File: src/rtl/arm_pkg.sv
// Shared definitions for the arming controller slice.
// Holds the FSM state encoding, parameter defaults and a counter-width helper.
package arm_pkg;

  localparam int unsigned CODE_W              = 4;
  localparam int unsigned DEBOUNCE_CYCLES_DEF = 500000;
  localparam int unsigned ERROR_CYCLES_DEF    = 25000000;
  localparam int unsigned MAX_ATTEMPTS_DEF    = 3;
  localparam logic [CODE_W-1:0] ARM_CODE_DEF  = 4'hA;

  typedef enum logic [1:0] {
    IDLE   = 2'd0,
    ERROR  = 2'd1,
    ARMED  = 2'd2,
    LOCKED = 2'd3
  } arm_state_e;

  // Bits needed to hold the values 0..n-1 (at least one bit).
  function automatic int unsigned cnt_width(input int unsigned n);
    return (n < 2) ? 1 : $clog2(n);
  endfunction

endpackage

File: src/rtl/arm_controller_if.sv
// Button/code/status bundle of the arming controller.
//   button_n        raw push button, low = pressed
//   code_sw         arming code switches
//   start_countdown one-cycle arm pulse
//   armed           high once armed
//   code_error      wrong-code indicator
//   locked_out      permanent lockout indicator
interface arm_controller_if;
  import arm_pkg::*;

  logic              button_n;
  logic [CODE_W-1:0] code_sw;
  logic              start_countdown;
  logic              armed;
  logic              code_error;
  logic              locked_out;

  modport master (
    output button_n, code_sw,
    input  start_countdown, armed, code_error, locked_out
  );

  modport slave (
    input  button_n, code_sw,
    output start_countdown, armed, code_error, locked_out
  );
endinterface

File: src/rtl/arm_controller_debouncer.sv
// Push-button conditioner: two-flop synchroniser, debounce counter and
// released->pressed edge detect.
//   clk, async_nreset  clock / async active-low reset
//   button_n           raw asynchronous button, low = pressed
//   press              one-cycle pulse per debounced press
module debouncer
  import arm_pkg::*;
#(
  parameter int unsigned DEBOUNCE_CYCLES = DEBOUNCE_CYCLES_DEF
) (
  input  logic clk,
  input  logic async_nreset,
  input  logic button_n,
  output logic press
);

  localparam int unsigned CNT_W = cnt_width(DEBOUNCE_CYCLES);
  localparam logic [CNT_W-1:0] CNT_LAST = CNT_W'(DEBOUNCE_CYCLES - 1);

  logic             sync1, sync2;
  logic             level, level_d;
  logic [CNT_W-1:0] cnt;

  // Synchroniser, idles at released.
  always_ff @(posedge clk or negedge async_nreset) begin
    if (!async_nreset) begin
      sync1 <= 1'b1;
      sync2 <= 1'b1;
    end else begin
      sync1 <= button_n;
      sync2 <= sync1;
    end
  end

  // Accept a new level only after it has differed for DEBOUNCE_CYCLES clocks in a row.
  always_ff @(posedge clk or negedge async_nreset) begin
    if (!async_nreset) begin
      level <= 1'b1;
      cnt   <= '0;
    end else if (sync2 == level) begin
      cnt <= '0;
    end else if (cnt == CNT_LAST) begin
      level <= sync2;
      cnt   <= '0;
    end else begin
      cnt <= cnt + CNT_W'(1);
    end
  end

  // Registered falling-edge detect of the debounced level.
  always_ff @(posedge clk or negedge async_nreset) begin
    if (!async_nreset) begin
      level_d <= 1'b1;
      press   <= 1'b0;
    end else begin
      level_d <= level;
      press   <= level_d & ~level;
    end
  end

endmodule

File: src/rtl/arm_controller.sv
// Arming controller: a debounced press with the right code arms the device
// (terminal), a wrong code shows code_error for ERROR_CYCLES clocks.
// Optional feature macro ARM_LOCKOUT_EN: the MAX_ATTEMPTS-th wrong code
// locks the device until reset.
//   clk, async_nreset  clock / async active-low reset
//   bus                arm_controller_if.slave (button, code, status outputs)
module arm_controller
  import arm_pkg::*;
#(
  parameter int unsigned       DEBOUNCE_CYCLES = DEBOUNCE_CYCLES_DEF,
  parameter logic [CODE_W-1:0] ARM_CODE        = ARM_CODE_DEF,
  parameter int unsigned       ERROR_CYCLES    = ERROR_CYCLES_DEF,
  parameter int unsigned       MAX_ATTEMPTS    = MAX_ATTEMPTS_DEF
) (
  input logic             clk,
  input logic             async_nreset,
  arm_controller_if.slave bus
);

  localparam int unsigned ERR_W = cnt_width(ERROR_CYCLES);
  localparam int unsigned ATT_W = cnt_width(MAX_ATTEMPTS + 1);
  localparam logic [ERR_W-1:0] ERR_LAST = ERR_W'(ERROR_CYCLES - 1);
  localparam logic [ATT_W-1:0] ATT_MAX  = ATT_W'(MAX_ATTEMPTS);

  arm_state_e       state_q, state_nxt;
  logic [ERR_W-1:0] err_cnt_q, err_cnt_nxt;
  logic [ATT_W-1:0] att_q, att_nxt;
  logic             press;
  logic             start_q, armed_q, code_error_q, locked_q;
  logic             start_nxt, armed_nxt, code_error_nxt, locked_nxt;

  debouncer #(.DEBOUNCE_CYCLES(DEBOUNCE_CYCLES)) u_debouncer (
    .clk          (clk),
    .async_nreset (async_nreset),
    .button_n     (bus.button_n),
    .press        (press)
  );

  // State, counters and registered outputs.
  always_ff @(posedge clk or negedge async_nreset) begin
    if (!async_nreset) begin
      state_q      <= IDLE;
      err_cnt_q    <= '0;
      att_q        <= '0;
      start_q      <= 1'b0;
      armed_q      <= 1'b0;
      code_error_q <= 1'b0;
      locked_q     <= 1'b0;
    end else begin
      state_q      <= state_nxt;
      err_cnt_q    <= err_cnt_nxt;
      att_q        <= att_nxt;
      start_q      <= start_nxt;
      armed_q      <= armed_nxt;
      code_error_q <= code_error_nxt;
      locked_q     <= locked_nxt;
    end
  end

  // Next state; code_sw is only looked at when a press arrives in IDLE.
  always_comb begin
    state_nxt   = state_q;
    err_cnt_nxt = err_cnt_q;
    att_nxt     = att_q;
    case (state_q)
      IDLE: begin
        if (press) begin
          if (bus.code_sw == ARM_CODE) begin
            state_nxt = ARMED;
          end else begin
            if (att_q != ATT_MAX) att_nxt = att_q + ATT_W'(1);
`ifdef ARM_LOCKOUT_EN
            state_nxt = (att_q >= ATT_W'(MAX_ATTEMPTS - 1)) ? LOCKED : ERROR;
`else
            state_nxt = ERROR;
`endif
            err_cnt_nxt = '0;
          end
        end
      end
      ERROR: begin
        if (err_cnt_q == ERR_LAST) state_nxt = IDLE;
        else err_cnt_nxt = err_cnt_q + ERR_W'(1);
      end
      ARMED:   state_nxt = ARMED;
      LOCKED:  state_nxt = LOCKED;
      default: state_nxt = IDLE;
    endcase
  end

  // Output decode from the upcoming state so the flops line up with it.
  always_comb begin
    start_nxt      = (state_q == IDLE) && (state_nxt == ARMED);
    armed_nxt      = (state_nxt == ARMED);
    code_error_nxt = (state_nxt == ERROR) || (state_nxt == LOCKED);
`ifdef ARM_LOCKOUT_EN
    locked_nxt     = (state_nxt == LOCKED);
`else
    locked_nxt     = 1'b0;
`endif
  end

  assign bus.start_countdown = start_q;
  assign bus.armed           = armed_q;
  assign bus.code_error      = code_error_q;
  assign bus.locked_out      = locked_q;

endmodule
File: src/flat_wrapper.sv
// flat-port wrapper written by rule: the top's interface ports become plain ports
module arm_controller_flat import arm_pkg::*;
#(
  parameter int unsigned       DEBOUNCE_CYCLES = DEBOUNCE_CYCLES_DEF,
  parameter logic [CODE_W-1:0] ARM_CODE        = ARM_CODE_DEF,
  parameter int unsigned       ERROR_CYCLES    = ERROR_CYCLES_DEF,
  parameter int unsigned       MAX_ATTEMPTS    = MAX_ATTEMPTS_DEF
)
  (clk, async_nreset, bus_button_n, bus_code_sw, bus_start_countdown, bus_armed, bus_code_error, bus_locked_out);
  arm_controller_if bus_i ();
  input logic clk;
  input logic async_nreset;
  input wire logic [$bits(bus_i.button_n)-1:0] bus_button_n;
  input wire logic [$bits(bus_i.code_sw)-1:0] bus_code_sw;
  output wire logic [$bits(bus_i.start_countdown)-1:0] bus_start_countdown;
  output wire logic [$bits(bus_i.armed)-1:0] bus_armed;
  output wire logic [$bits(bus_i.code_error)-1:0] bus_code_error;
  output wire logic [$bits(bus_i.locked_out)-1:0] bus_locked_out;
  assign bus_i.button_n = bus_button_n;
  assign bus_i.code_sw = bus_code_sw;
  assign bus_start_countdown = bus_i.start_countdown;
  assign bus_armed = bus_i.armed;
  assign bus_code_error = bus_i.code_error;
  assign bus_locked_out = bus_i.locked_out;
  arm_controller #(.DEBOUNCE_CYCLES(DEBOUNCE_CYCLES), .ARM_CODE(ARM_CODE), .ERROR_CYCLES(ERROR_CYCLES), .MAX_ATTEMPTS(MAX_ATTEMPTS)) u_core (.clk(clk), .async_nreset(async_nreset), .bus(bus_i));
endmodule
File: config.mk
export PLATFORM = sky130hd
export DESIGN_NAME = arm_controller_flat
export DESIGN_NICKNAME = d
export VERILOG_FILES = /design/src/rtl/arm_pkg.sv /design/src/rtl/arm_controller_if.sv /design/src/rtl/arm_controller_debouncer.sv /design/src/rtl/arm_controller.sv /design/src/flat_wrapper.sv
export SDC_FILE = /design/constraint.sdc
export NUM_CORES = 1
export LEC_CHECK = 0
export BUFFER_PORTS_ARGS = -buffer_cell sky130_fd_sc_hd__buf_4
export CELL_PAD_IN_SITES_DETAIL_PLACEMENT = 1
export CELL_PAD_IN_SITES_GLOBAL_PLACEMENT = 1
export CORE_MARGIN = 5
export CORE_UTILIZATION = 43
export DETAILED_ROUTE_END_ITERATION = 16
export HOLD_SLACK_MARGIN = 0.05
export PLACE_DENSITY_LB_ADDON = 0.1
export SLEW_MARGIN = 5
export SYNTH_ARGS = -nofsm -noshare
export SYNTH_HDL_FRONTEND = slang
export SYNTH_SLANG_ARGS = --single-unit
File: constraint.sdc
create_clock -name clk -period 1.8 [get_ports clk]
set_input_delay 0.36 -clock clk [delete_from_list [all_inputs] [get_ports clk]]
set_output_delay 0.36 -clock clk [all_outputs]
set_load 0.1 [all_outputs]
Yosys cells after proc, flatten, opt, wreduce, memory -nomap -nowiden. Index checks and enable logic that the tools add are counted.

Output and inout port bits: 4. Input bits: 7. Word-level logic and storage cells: 45. Flip-flop bits (word level): 54.

Add/sub/neg operators: 2. Bitwise gates (word level): 3. Multiplexer cells: 10. Reduce and logical (&&, ||, !) cells: 6. Eq/ne operators: 13.

Operators with widths (number): $mux 25 (3); $pmux 25 s2 (1); $mux 19 (2); $add 25x1->25 const B (1); $eq 25x25->1 const B (1); $add 19x1->19 const B (1); $eq 19x19->1 const B (1); $eq 2x2->1 const B (4); $pmux 2 s4 (1); $mux 2 (3); $ne 2x2->1 const B (3); $eq 2x1->1 const B (2); $eq 4x4->1 const B (1); $reduce_and 4->1 (1); $logic_not 2->1 (1); $not 1->1 (2); $reduce_and 2->1 (1); $reduce_bool 2->1 (1); $and 1x1->1 (1); $eq 1x1->1 (1); $logic_and 1x1->1 (1); $logic_or 1x1->1 (1).

Longest topological paths before layout. Gate-level depths: netlist (run 1).

Depth after elaboration: 6. Gate-level depth with buffers: 7. Depth with buffers taken out: 6.

Hierarchy. A second synthesis (run 1) with hierarchy kept.

Cells, all modules: 277. Area total of the unflattened synthesis: 2802.7 um^2.

Modules (own cells, without submodules): arm_controller (seq. area each 725.7 um^2, area each 1661.6 um^2, cells an instance 169, times used 1); debouncer (seq. area each 605.6 um^2, area each 1141.1 um^2, cells an instance 108, times used 1).

Worst setup path after synthesis (run 1). No wires, ideal clock.

Path kind: register to register. Start: register u_core.bus.code_error (netlist name). End: register u_core.err_cnt_q[22]. Cell stages (with the launch flop): 7. Period minus slack after synthesis: 2569 ps. Setup time: 77 ps. Buffers on the path: 2. Data arrival time: 2492 ps. Required time: 1723 ps. Path slack: -769 ps. Cells stage by stage: dfrtp_1 clkdlybuf4s15_1 a21oi_2 or4_1 buf_2 or3_1 a21oi_1.

RTL lines: to (signal assigned) (RTL line arm_controller.sv:51) `err_cnt_q <= err_cnt_nxt;`; to (decl) (RTL line arm_controller.sv:26) `logic [ERR_W-1:0] err_cnt_q, err_cnt_nxt;`.

Worst setup path after layout (run 1).
Start: register u_core.err_cnt_q[1]. End: register u_core.err_cnt_q[24].

Cells in the longest elaborated chain, start to end: 3. Elaborated cells on any way between the ends: 6. Those cells by class: 1 x add/sub; 2 x eq/ne; 2 x mux; 1 x reduce/logical.

RTL lines (RTL line): $add 25x1->25 / $eq 25x25->1 (equally long branches) (arm_controller.sv:83, arm_controller.sv:82); $mux 25 / $ne 2x2->1 (equally long branches); $pmux 25 s2 / $reduce_and 4->1 (equally long branches).

Several ways; a longest one is shown, not always the timed one. The select of a mux whose other input is x is not followed. A chain may end at the register's enable or synchronous reset.

==> results by group, run 1 <==
Run status
  – Status: finished, violations left
  – Failing checks: negative setup slack

Critical path
  – CP Launch Type: flop
  – Worst r2r src: u_core.err_cnt_q[1]$_DFFE_PN0P_
  – Worst-path fanout max: 7
  – Critical path origin: u_core.err_cnt_q[1]$_DFFE_PN0P_
  – Slowest Stage Delay on Critical Path: 560 ps
  – CP Cell Sequence: ha_2 > and2b_4 > nand2_4 > or4_4 > or3_1 > a21oi_1
  – Req. time, crit path: 2040 ps
  – CP endpoint kind: flop
  – Critical path's slowest cell: or4_4
  – WS Path Type: flop to flop
  – Worst EP arrival: 2130 ps

Pwr
  – Peak supply drop: 0.3308 mV
  – P per Cell Area: 591.6 nW/um2
  – Lkg Pwr: 0.001598 uW

Global routing
  – Met2 GRT Util: 0.3304
  – Initial antenna violation count: 0
  – Vias in the first global route: 2477
  – Total GRT Usage: 0.1863
  – GRT overflow: 0
  – Largest net degree at the start of global routing: 36
  – M1 GR Usage: 0.2354
  – Met3 usage: 0.03352
  – GR peak layer: met2
  – First-pass GRT wire length: 11450 um

Die
  – IO Count: 11
  – Die Span X: 88.34 um
  – Initial Utilization: 0.4431
  – Die height: 88.34 um
  – Die area: 7803 um2
  – Row count: 28
  – Core area: 5956 um2

Yosys
  – Post-Syn Area per Cell: 9.737 um2
  – Synth cell types: 47
  – Synth Instances: 271
  – Predominant post-synthesis flop cell: dfrtp_1
  – Synth area leader: dfrtp_1
  – Sequential area share after synthesis: 0.5045
  – Synth area leaders: dfrtp_1 46%, xnor2_1 5.0%, nor2_1 4.8%
  – Yosys Warn Count: 0
  – Post-synth EDFFs: 0
  – Async set or reset register ratio after synthesis: 1.000
  – Syn_nets: 280
  – Yosys reg bits: 53
  – Yosys top cell area share: 0.4647
  – Cell area after synthesis: 2639 um2

Detailed routing
  – First-pass DRT Iterations: 4
  – DR WL/cell: 18.74 um
  – Drt initial violations: 84
  – Via count: 2378
  – DRC errors left: 0
  – Vias per Instance: 5.648
  – Post-detailed-route count of antenna-violating nets: 0
  – DRT Wirelength: 7888 um

Clocking
  – Clock transition at path regs: 100 ps
  – CTS HTree Levels: 2
  – CTS Sinks: 53
  – Root Driver: clkbuf_8
  – CTS Buf Count: 5
  – CTS tree: yes
  – Clk buf depth: 2
  – Clock latency at the later pin of the worst-skew pair: 310 ps

Cells and area
  – Cell Count, Final, Fillers Out: 421
  – Most frequent cells in the layout: 71 x buf_4, 48 x dfrtp_1, 19 x nor2_1, 19 x nand2_1, 14 x xnor2_1
  – Area Growth Syn to Fin: 40.21%
  – Fill cells: 657
  – Footprint of the multi-input gates: 1484 um2
  – Share of layout cells above drive strength 1: 0.4191
  – Total Nets Final: 354
  – Diode count: 0
  – Util after Layout: 0.6212
  – FF/Latch Area: 1335 um2
  – Most common cell after layout, fill and taps aside: buf_4

Timing
  – Fin crit share: 1.051
  – Final hold vios: 0
  – Period minus WS final: 1892 ps
  – Max Slew Vio Count: 0
  – Worst clock skew: 7.207 ps
  – Hold_ws: 144.8 ps
  – Final setup margin: -91.50 ps
  – Setup Viol. Count Final: 14
  – Max Fclk: 0.5287 GHz
  – Unrepaired setup endpoints after global routing: yes

Job
  – Max-cap violations: 0

Hold path
  – HP Start: bus_button_n
  – Hold Crit Class: primary input to flop

Placed design
  – HPWL after detailed placement: 4551 um
  – Post-Place Cells: 393
  – Port bufs: 9
  – GPL Wtd Cong: 0.7421
==> state kept, by name (all words and copies together), names as in the netlist <==
name / cells
u_core.err_cnt_q: 25
u_core.u_debouncer.cnt: 19
u_core.bus.armed: 1
u_core.bus.code_error: 1
u_core.bus.start_countdown: 1
u_core.state_q: 1
u_core.u_debouncer.level: 1
u_core.u_debouncer.level_d: 1
u_core.u_debouncer.press: 1
u_core.u_debouncer.sync1: 1
u_core.u_debouncer.sync2: 1
==> cell families (layout without fill, tap and decap cells) <==
logic type | after synthesis | in the layout | synth area share
simple gates | 137 | 137 | 0.2826
flops | 53 | 53 | 0.5045
compound gates | 30 | 30 | 0.06591
xor+xnor | 27 | 27 | 0.08962
buf+inv | 18 | 93 | 0.03414
mux | 3 | 3 | 0.01233
fa+ha+maj | 2 | 2 | 0.009482
other cells | 1 | 1 | 0.001421
==> timing repair <==
action,CTS,global route
setup buffers,7,8
hold buffers,1,0
endpoints found under the setup margin,28,32
pin swaps,7,39
gates cloned,0,4
endpoints found under the hold margin,29,0
resized for setup,8,56
==> path summary, 6_finish.rpt <==
check,endpoint,slack (ps),cells after the start
max,u_core.err_cnt_q[24]$_DFFE_PN0P_,-90,6
min,u_core.u_debouncer.sync1$_DFF_PN1_,140,1
max reg2reg,u_core.err_cnt_q[24]$_DFFE_PN0P_,-90,6
min reg2reg,u_core.u_debouncer.sync2$_DFF_PN1_,370,0
max in group asynchronous,u_core.err_cnt_q[14]$_DFFE_PN0P_,750,3
min in group asynchronous,u_core.err_cnt_q[21]$_DFFE_PN0P_,530,2
==> metrics by stage <==
step	instance area, um2	power (uW)	TNS (ps)	worst slack (ps)
3_5_place_dp	3134	1310	-2813	-210.6
4_1_cts	3354	2169	-172.1	-50.08
6_report	3700	2189	-770.5	-91.50
2_1_floorplan	2660	1259	-760.7	-134.7
3_3_place_gp	3134	1306	-1027	-127.9
5_1_grt	3700	2272	-3342	-176.0
==> cell usage after synthesis (2+ instances only) <==
| cell type | n |
|---|---|
| dfrtp_1 | 49 |
| nor2_1 | 34 |
| nand2_1 | 22 |
| nand3_1 | 16 |
| xnor2_1 | 15 |
| xor2_1 | 12 |
| a21oi_1 | 11 |
| o21ai_0 | 11 |
| nand4_1 | 10 |
| or3_1 | 10 |
| nor4_1 | 9 |
| inv_1 | 7 |
| nor3_1 | 7 |
| or4_1 | 5 |
| buf_2 | 4 |
| clkbuf_1 | 4 |
| dfstp_2 | 4 |
| and3_2 | 3 |
| nor4b_1 | 3 |
| o211ai_1 | 3 |
| and3_1 | 2 |
| ha_1 | 2 |
| mux2_2 | 2 |
| nor4bb_1 | 2 |
| or4_2 | 2 |
==> final cells by class <==
type	count	share of cell area
inverters	7	0.007102
multi-input cells	200	0.4011
clock inverters	2	0.01015
flip-flops and latches	53	0.3608
clock buffers	6	0.02232
repair buffers	78	0.1731
well taps	75	0.02536
==> critical path: cells and delay by family, from the launching register on <==
| kind | cells | cell delay, ps |
|---|---|---|
| compound gates | 1 | 130 |
| flops | 1 | 380 |
| fa+ha+maj | 1 | 180 |
| simple gates | 4 | 1110 |
==> layer usage <==
| metal | part of all wire | vias up |
|---|---|---|
| met1 | 0.43 | 1215 |
| met2 | 0.52 | 40 |
| met5 | 0 | - |
| li1 | - | 1107 |
| met3 | 0.028 | 16 |
| met4 | 0.018 | 0 |
==> power by group <==
| group | switching, uW | leakage, uW | internal, uW |
|---|---|---|---|
| Sequential | 6.68 | 0.000709 | 1200 |
| Combinational | 67.6 | 0.000832 | 43.0 |
| Clock | 419 | 0.0000574 | 453 |
Power figures use the tool's default switching activity.
==> run 2: changes to the inputs <==
--- a/config.mk
+++ b/config.mk
@@ -8,12 +8,13 @@
 export BUFFER_PORTS_ARGS = -buffer_cell sky130_fd_sc_hd__buf_4
 export CELL_PAD_IN_SITES_DETAIL_PLACEMENT = 1
 export CELL_PAD_IN_SITES_GLOBAL_PLACEMENT = 1
-export CORE_MARGIN = 5
-export CORE_UTILIZATION = 43
+export CORE_MARGIN = 2
+export CORE_UTILIZATION = 44
 export DETAILED_ROUTE_END_ITERATION = 16
 export HOLD_SLACK_MARGIN = 0.05
 export PLACE_DENSITY_LB_ADDON = 0.1
 export SLEW_MARGIN = 5
 export SYNTH_ARGS = -nofsm -noshare
 export SYNTH_HDL_FRONTEND = slang
+export SYNTH_HIERARCHICAL = 1
 export SYNTH_SLANG_ARGS = --single-unit
==> run 2 against run 1 <==
The flow still finishes with violations (negative setup slack). Utilization down 1.8 points. Final cell count up 1.9%. Clock skew is 2.4 ps higher. Critical path depth is 1 higher. Sequential share of layout area shrank 0.68 points. Routed wire length shrank 4.2%.
==> results by group, run 2 <==
Critical path
  – Reg-to-Reg End: u_core/err_cnt_q[6]$_DFFE_PN0P_ (was u_core.err_cnt_q[24]$_DFFE_PN0P_)
  – Req. time, crit path: 2000 ps (was 2040 ps)
  – Worst r2r src: u_core/err_cnt_q[8]$_DFFE_PN0P_ (was u_core.err_cnt_q[1]$_DFFE_PN0P_)
  – Worst EP arrival: 2310 ps (was 2130 ps)
  – Setup slack, reg-to-reg: -310 ps (was -90 ps)
  – CP endpoint kind: flop (unchanged)
  – Worst-path fanout max: 11 (was 7)
  – Critical path's slowest cell: or4b_1 (was or4_4)
  – CP Launch Type: flop (unchanged)
  – Slowest Stage Delay on Critical Path: 510 ps (was 560 ps)
  – CP Cell Sequence: or4b_1 > or4_1 > buf_6 > o21ai_4 > buf_12 > o311ai_1 > o41ai_1 (was ha_2 > and2b_4 > nand2_4 > or4_4 > or3_1 > a21oi_1)
  – WS Path Type: flop to flop (unchanged)
  – FF-to-FF path depth: 7 (was 6)

Pwr
  – Peak supply drop: 0.2792 mV (was 0.3308 mV)
  – Psw: 484.3 uW (was 493.2 uW)
  – Combinational power share: 0.061 (was 0.051)
  – Clock power share: 0.383 (was 0.398)
  – Flop pwr share: 0.556 (was 0.551)
  – Switch share: 0.2199 (was 0.2253)
  – Lkg Pwr: 0.001577 uW (was 0.001598 uW)
  – P per Cell Area: 585.1 nW/um2 (was 591.6 nW/um2)
  – Int Pwr: 1718 uW (was 1695 uW)

Timing
  – Setup Viol. Count Final: 25 (was 14)
  – Max Slew Vio Count: 0 (unchanged)
  – Worst clock skew: 9.592 ps (was 7.207 ps)
  – Final hold vios: 0 (unchanged)
  – Fin crit share: 1.171 (was 1.051)
  – Unrepaired setup endpoints after global routing: yes (unchanged)
  – Period minus WS final: 2109 ps (was 1892 ps)
  – Setup_tns: -6384 ps (was -770.5 ps)
  – Hold_ws: 154.5 ps (was 144.8 ps)
  – Max Fclk: 0.4743 GHz (was 0.5287 GHz)
  – Final setup margin: -308.6 ps (was -91.50 ps)

Yosys
  – Mux contribution to synthesized area: 0.02545 (was 0.01233)
  – Predominant post-synthesis flop cell: dfrtp_1 (unchanged)
  – Post-Syn Area per Cell: 10.12 um2 (was 9.737 um2)
  – Synth top cells by count: 49 x dfrtp_1, 33 x nor2_1, 16 x nand3_1 (was 49 x dfrtp_1, 34 x nor2_1, 22 x nand2_1)
  – Post-synth EDFFs: 0 (unchanged)
  – Synth area leader: dfrtp_1 (unchanged)
  – Syn_nets: 286 (was 280)
  – Synth cell types: 55 (was 47)
  – Yosys Warn Count: 6 (was 0)
  – XOR/XNOR share of the synthesized area: 0.06875 (was 0.08962)
  – Yosys reg bits: 53 (unchanged)
  – Count leader, synth: dfrtp_1 (unchanged)
  – Largest family of logic cells by synthesized area: simple AND/OR/NAND/NOR gates (unchanged)
  – Yosys top cell area share: 0.4375 (was 0.4647)
  – Post-synthesis compound-gate area fraction: 0.1214 (was 0.06591)
  – Async set or reset register ratio after synthesis: 1.000 (unchanged)
  – Simple-gate share of the synthesized area: 0.2554 (was 0.2826)
  – Cell area after synthesis: 2803 um2 (was 2639 um2)
  – Synth area leaders: dfrtp_1 44%, xnor2_1 4.7%, nor2_1 4.4% (was dfrtp_1 46%, xnor2_1 5.0%, nor2_1 4.8%)
  – Adder-Cell Fraction of Synth Area: 0.008929 (was 0.009483)
  – Synth Instances: 277 (was 271)
  – Sequential area share after synthesis: 0.4750 (was 0.5045)

Global routing
  – GRT overflow: 0 (unchanged)
  – Largest net degree at the start of global routing: 31 (was 36)
  – First-pass GRT wire length: 12740 um (was 11450 um)
  – Vias in the first global route: 2573 (was 2477)
  – Total GRT Usage: 0.2265 (was 0.1863)
  – Initial antenna violation count: 0 (unchanged)

Hold path
  – Hold Crit Class: primary input to flop (unchanged)
  – WHS Path Cells: 1 (unchanged)
  – HP Start: bus_button_n (unchanged)
  – Worst Hold Endpoint: u_core/u_debouncer/sync1$_DFF_PN1_ (was u_core.u_debouncer.sync1$_DFF_PN1_)

Clocking
  – CTS Buf Count: 5 (unchanged)
  – CTS Sinks: 53 (unchanged)
  – Root Driver: clkbuf_8 (unchanged)
  – CTS tree: yes (unchanged)
  – Clock transition at path regs: 90 ps (was 100 ps)
  – Clk buf depth: 2 (unchanged)
  – Clock latency at the later pin of the worst-skew pair: 310 ps (about the same)
  – CTS HTree Levels: 2 (unchanged)

Detailed routing
  – First-pass DRT Iterations: 4 (unchanged)
  – Vias per Instance: 5.648 (about the same)
  – DR WL/cell: 17.61 um (was 18.74 um)
  – Drt initial violations: 137 (was 84)
  – Via count: 2423 (was 2378)
  – DRC errors left: 0 (unchanged)
  – DRT Wirelength: 7556 um (was 7888 um)
  – Post-detailed-route count of antenna-violating nets: 0 (unchanged)

Cells and area
  – Fill cells: 678 (was 657)
  – Most common cell after layout, fill and taps aside: buf_4 (unchanged)
  – Diode count: 0 (unchanged)
  – Total Nets Final: 360 (was 354)
  – Util after Layout: 0.6030 (was 0.6212)
  – Largest Register: u_core/err_cnt_q (was u_core.err_cnt_q)
  – Top flop regs: u_core/err_cnt_q x25, u_core/u_debouncer/cnt x19 (was u_core.err_cnt_q x25, u_core.u_debouncer.cnt x19)
  – FF/Latch Area: 1333 um2 (was 1335 um2)
  – Final Cell Area: 3764 um2 (was 3700 um2)
  – Share of layout cells above drive strength 1: 0.3864 (was 0.4191)
  – Most frequent cells in the layout: 71 x buf_4, 48 x dfrtp_1, 20 x nor2_1 (was 71 x buf_4, 48 x dfrtp_1, 19 x nor2_1, 19 x nand2_1, 14 x xnor2_1)
  – Max FFs per register: 25 (unchanged)
  – Footprint of the multi-input gates: 1577 um2 (was 1484 um2)
  – Area Growth Syn to Fin: 34.29% (was 40.21%)

Placed design
  – HPWL after detailed placement: 5519 um (was 4551 um)
  – Port bufs: 9 (unchanged)
  – GPL Wtd Cong: 0.7808 (was 0.7421)
  – Placed Area: 3412 um2 (was 3134 um2)

Die
  – Core area: 6241 um2 (was 5956 um2)
  – IO Count: 11 (unchanged)
  – Row count: 29 (was 28)
  – Die Span X: 83.81 um (was 88.34 um)
  – Die height: 83.81 um (was 88.34 um)
  – Initial Utilization: 0.4491 (was 0.4431)
  – Die area: 7024 um2 (was 7803 um2)

Job
  – Max-cap violations: 0 (unchanged)

Run status
  – Status: finished, violations left (unchanged)
  – Failing checks: negative setup slack (unchanged)
==> run 2: changes by cell type after synthesis, moves of 3 or more <==
cell | previous run | this run
mux2i_1 | 1 | 6
o2111ai_1 | 0 | 3
clkbuf_1 | 4 | 0
inv_1 | 7 | 12
nand2_1 | 22 | 15
xor2_1 | 12 | 7
==> run 2: logic make-up after synthesis <==
family / Yosys count
XOR/XNOR: 22
AND/OR/NAND/NOR: 127
AO/OA/AOI/OAI: 44
flip-flops: 53
other: 1
adder cells (fa/ha/maj): 2
multiplexers: 7
buffers and inverters: 21
==> run 2: metrics by stage <==
stage          setup slack (ps)  total power, uW  std cells
2_1_floorplan            -240.4             1294        277
4_1_cts                  -308.1             2220        427
6_report                 -308.6             2202        429
3_5_place_dp             -331.7             1368        416
3_3_place_gp             -248.9             1363        416
5_1_grt                  -392.9             2280        429
==> run 2: worst max path at each step <==
stage / from / end / slack, ps / cells past startpoint
final: u_core/err_cnt_q[8]$_DFFE_PN0P_ / u_core/err_cnt_q[6]$_DFFE_PN0P_ / -310 / 7
after floorplan: u_core/err_cnt_q[8]$_DFFE_PN0P_ / u_core/err_cnt_q[20]$_DFFE_PN0P_ / -240 / 6
after global placement: u_core/err_cnt_q[8]$_DFFE_PN0P_ / u_core/err_cnt_q[9]$_DFFE_PN0P_ / -250 / 6
after global routing: u_core/err_cnt_q[8]$_DFFE_PN0P_ / u_core/err_cnt_q[6]$_DFFE_PN0P_ / -390 / 7
after CTS: u_core/err_cnt_q[8]$_DFFE_PN0P_ / u_core/err_cnt_q[6]$_DFFE_PN0P_ / -310 / 7
after detailed placement: u_core/err_cnt_q[8]$_DFFE_PN0P_ / u_core/err_cnt_q[24]$_DFFE_PN0P_ / -330 / 6
==> run 2: layout make-up <==
type,instances,area share
tap,77,0.02560
clock inverter,1,0.007979
sequential,53,0.3541
inverter,12,0.01197
clock buffer,7,0.02294
timing repair buffer,76,0.1586
multi-input combinational,203,0.4189
==> run 2: power groups by stage <==
stage / clock network, uW / registers [uW] / logic (uW)
4_1_cts: 872 / 1220 / 124
6_report: 843 / 1220 / 135
3_5_place_dp: 0 / 1250 / 121
2_1_floorplan: 0 / 1250 / 48.0
5_1_grt: 903 / 1230 / 150
3_3_place_gp: 0 / 1250 / 117
==> run 2: what timing repair did <==
| item | 4_1_cts | 5_1_grt |
|---|---|---|
| hold buffers | 1 | 0 |
| hold endpoints to repair | 26 | 0 |
| endpoints found under the setup margin | 45 | 45 |
| pin swaps | 8 | 18 |
| buffers inserted | 2 | 2 |
| resized for setup | 19 | 31 |
| cloned | 0 | 0 |
==> run 2: layer usage <==
metal	vias to the layer above	global-route usage	share of wire
met3	9	0.03264	0.030
met5	-	0	0
li1	1161	-	-
met2	35	0.3644	0.48
met1	1218	0.3225	0.47
met4	0	0.05865	0.013
==> run 2: worst max-delay path: cells and delay by family, from the launching register on <==
| kind | cells | cell delay [ps] |
|---|---|---|
| simple gates | 2 | 940 |
| buf+inv | 2 | 320 |
| compound gates | 3 | 340 |
| flops | 1 | 380 |
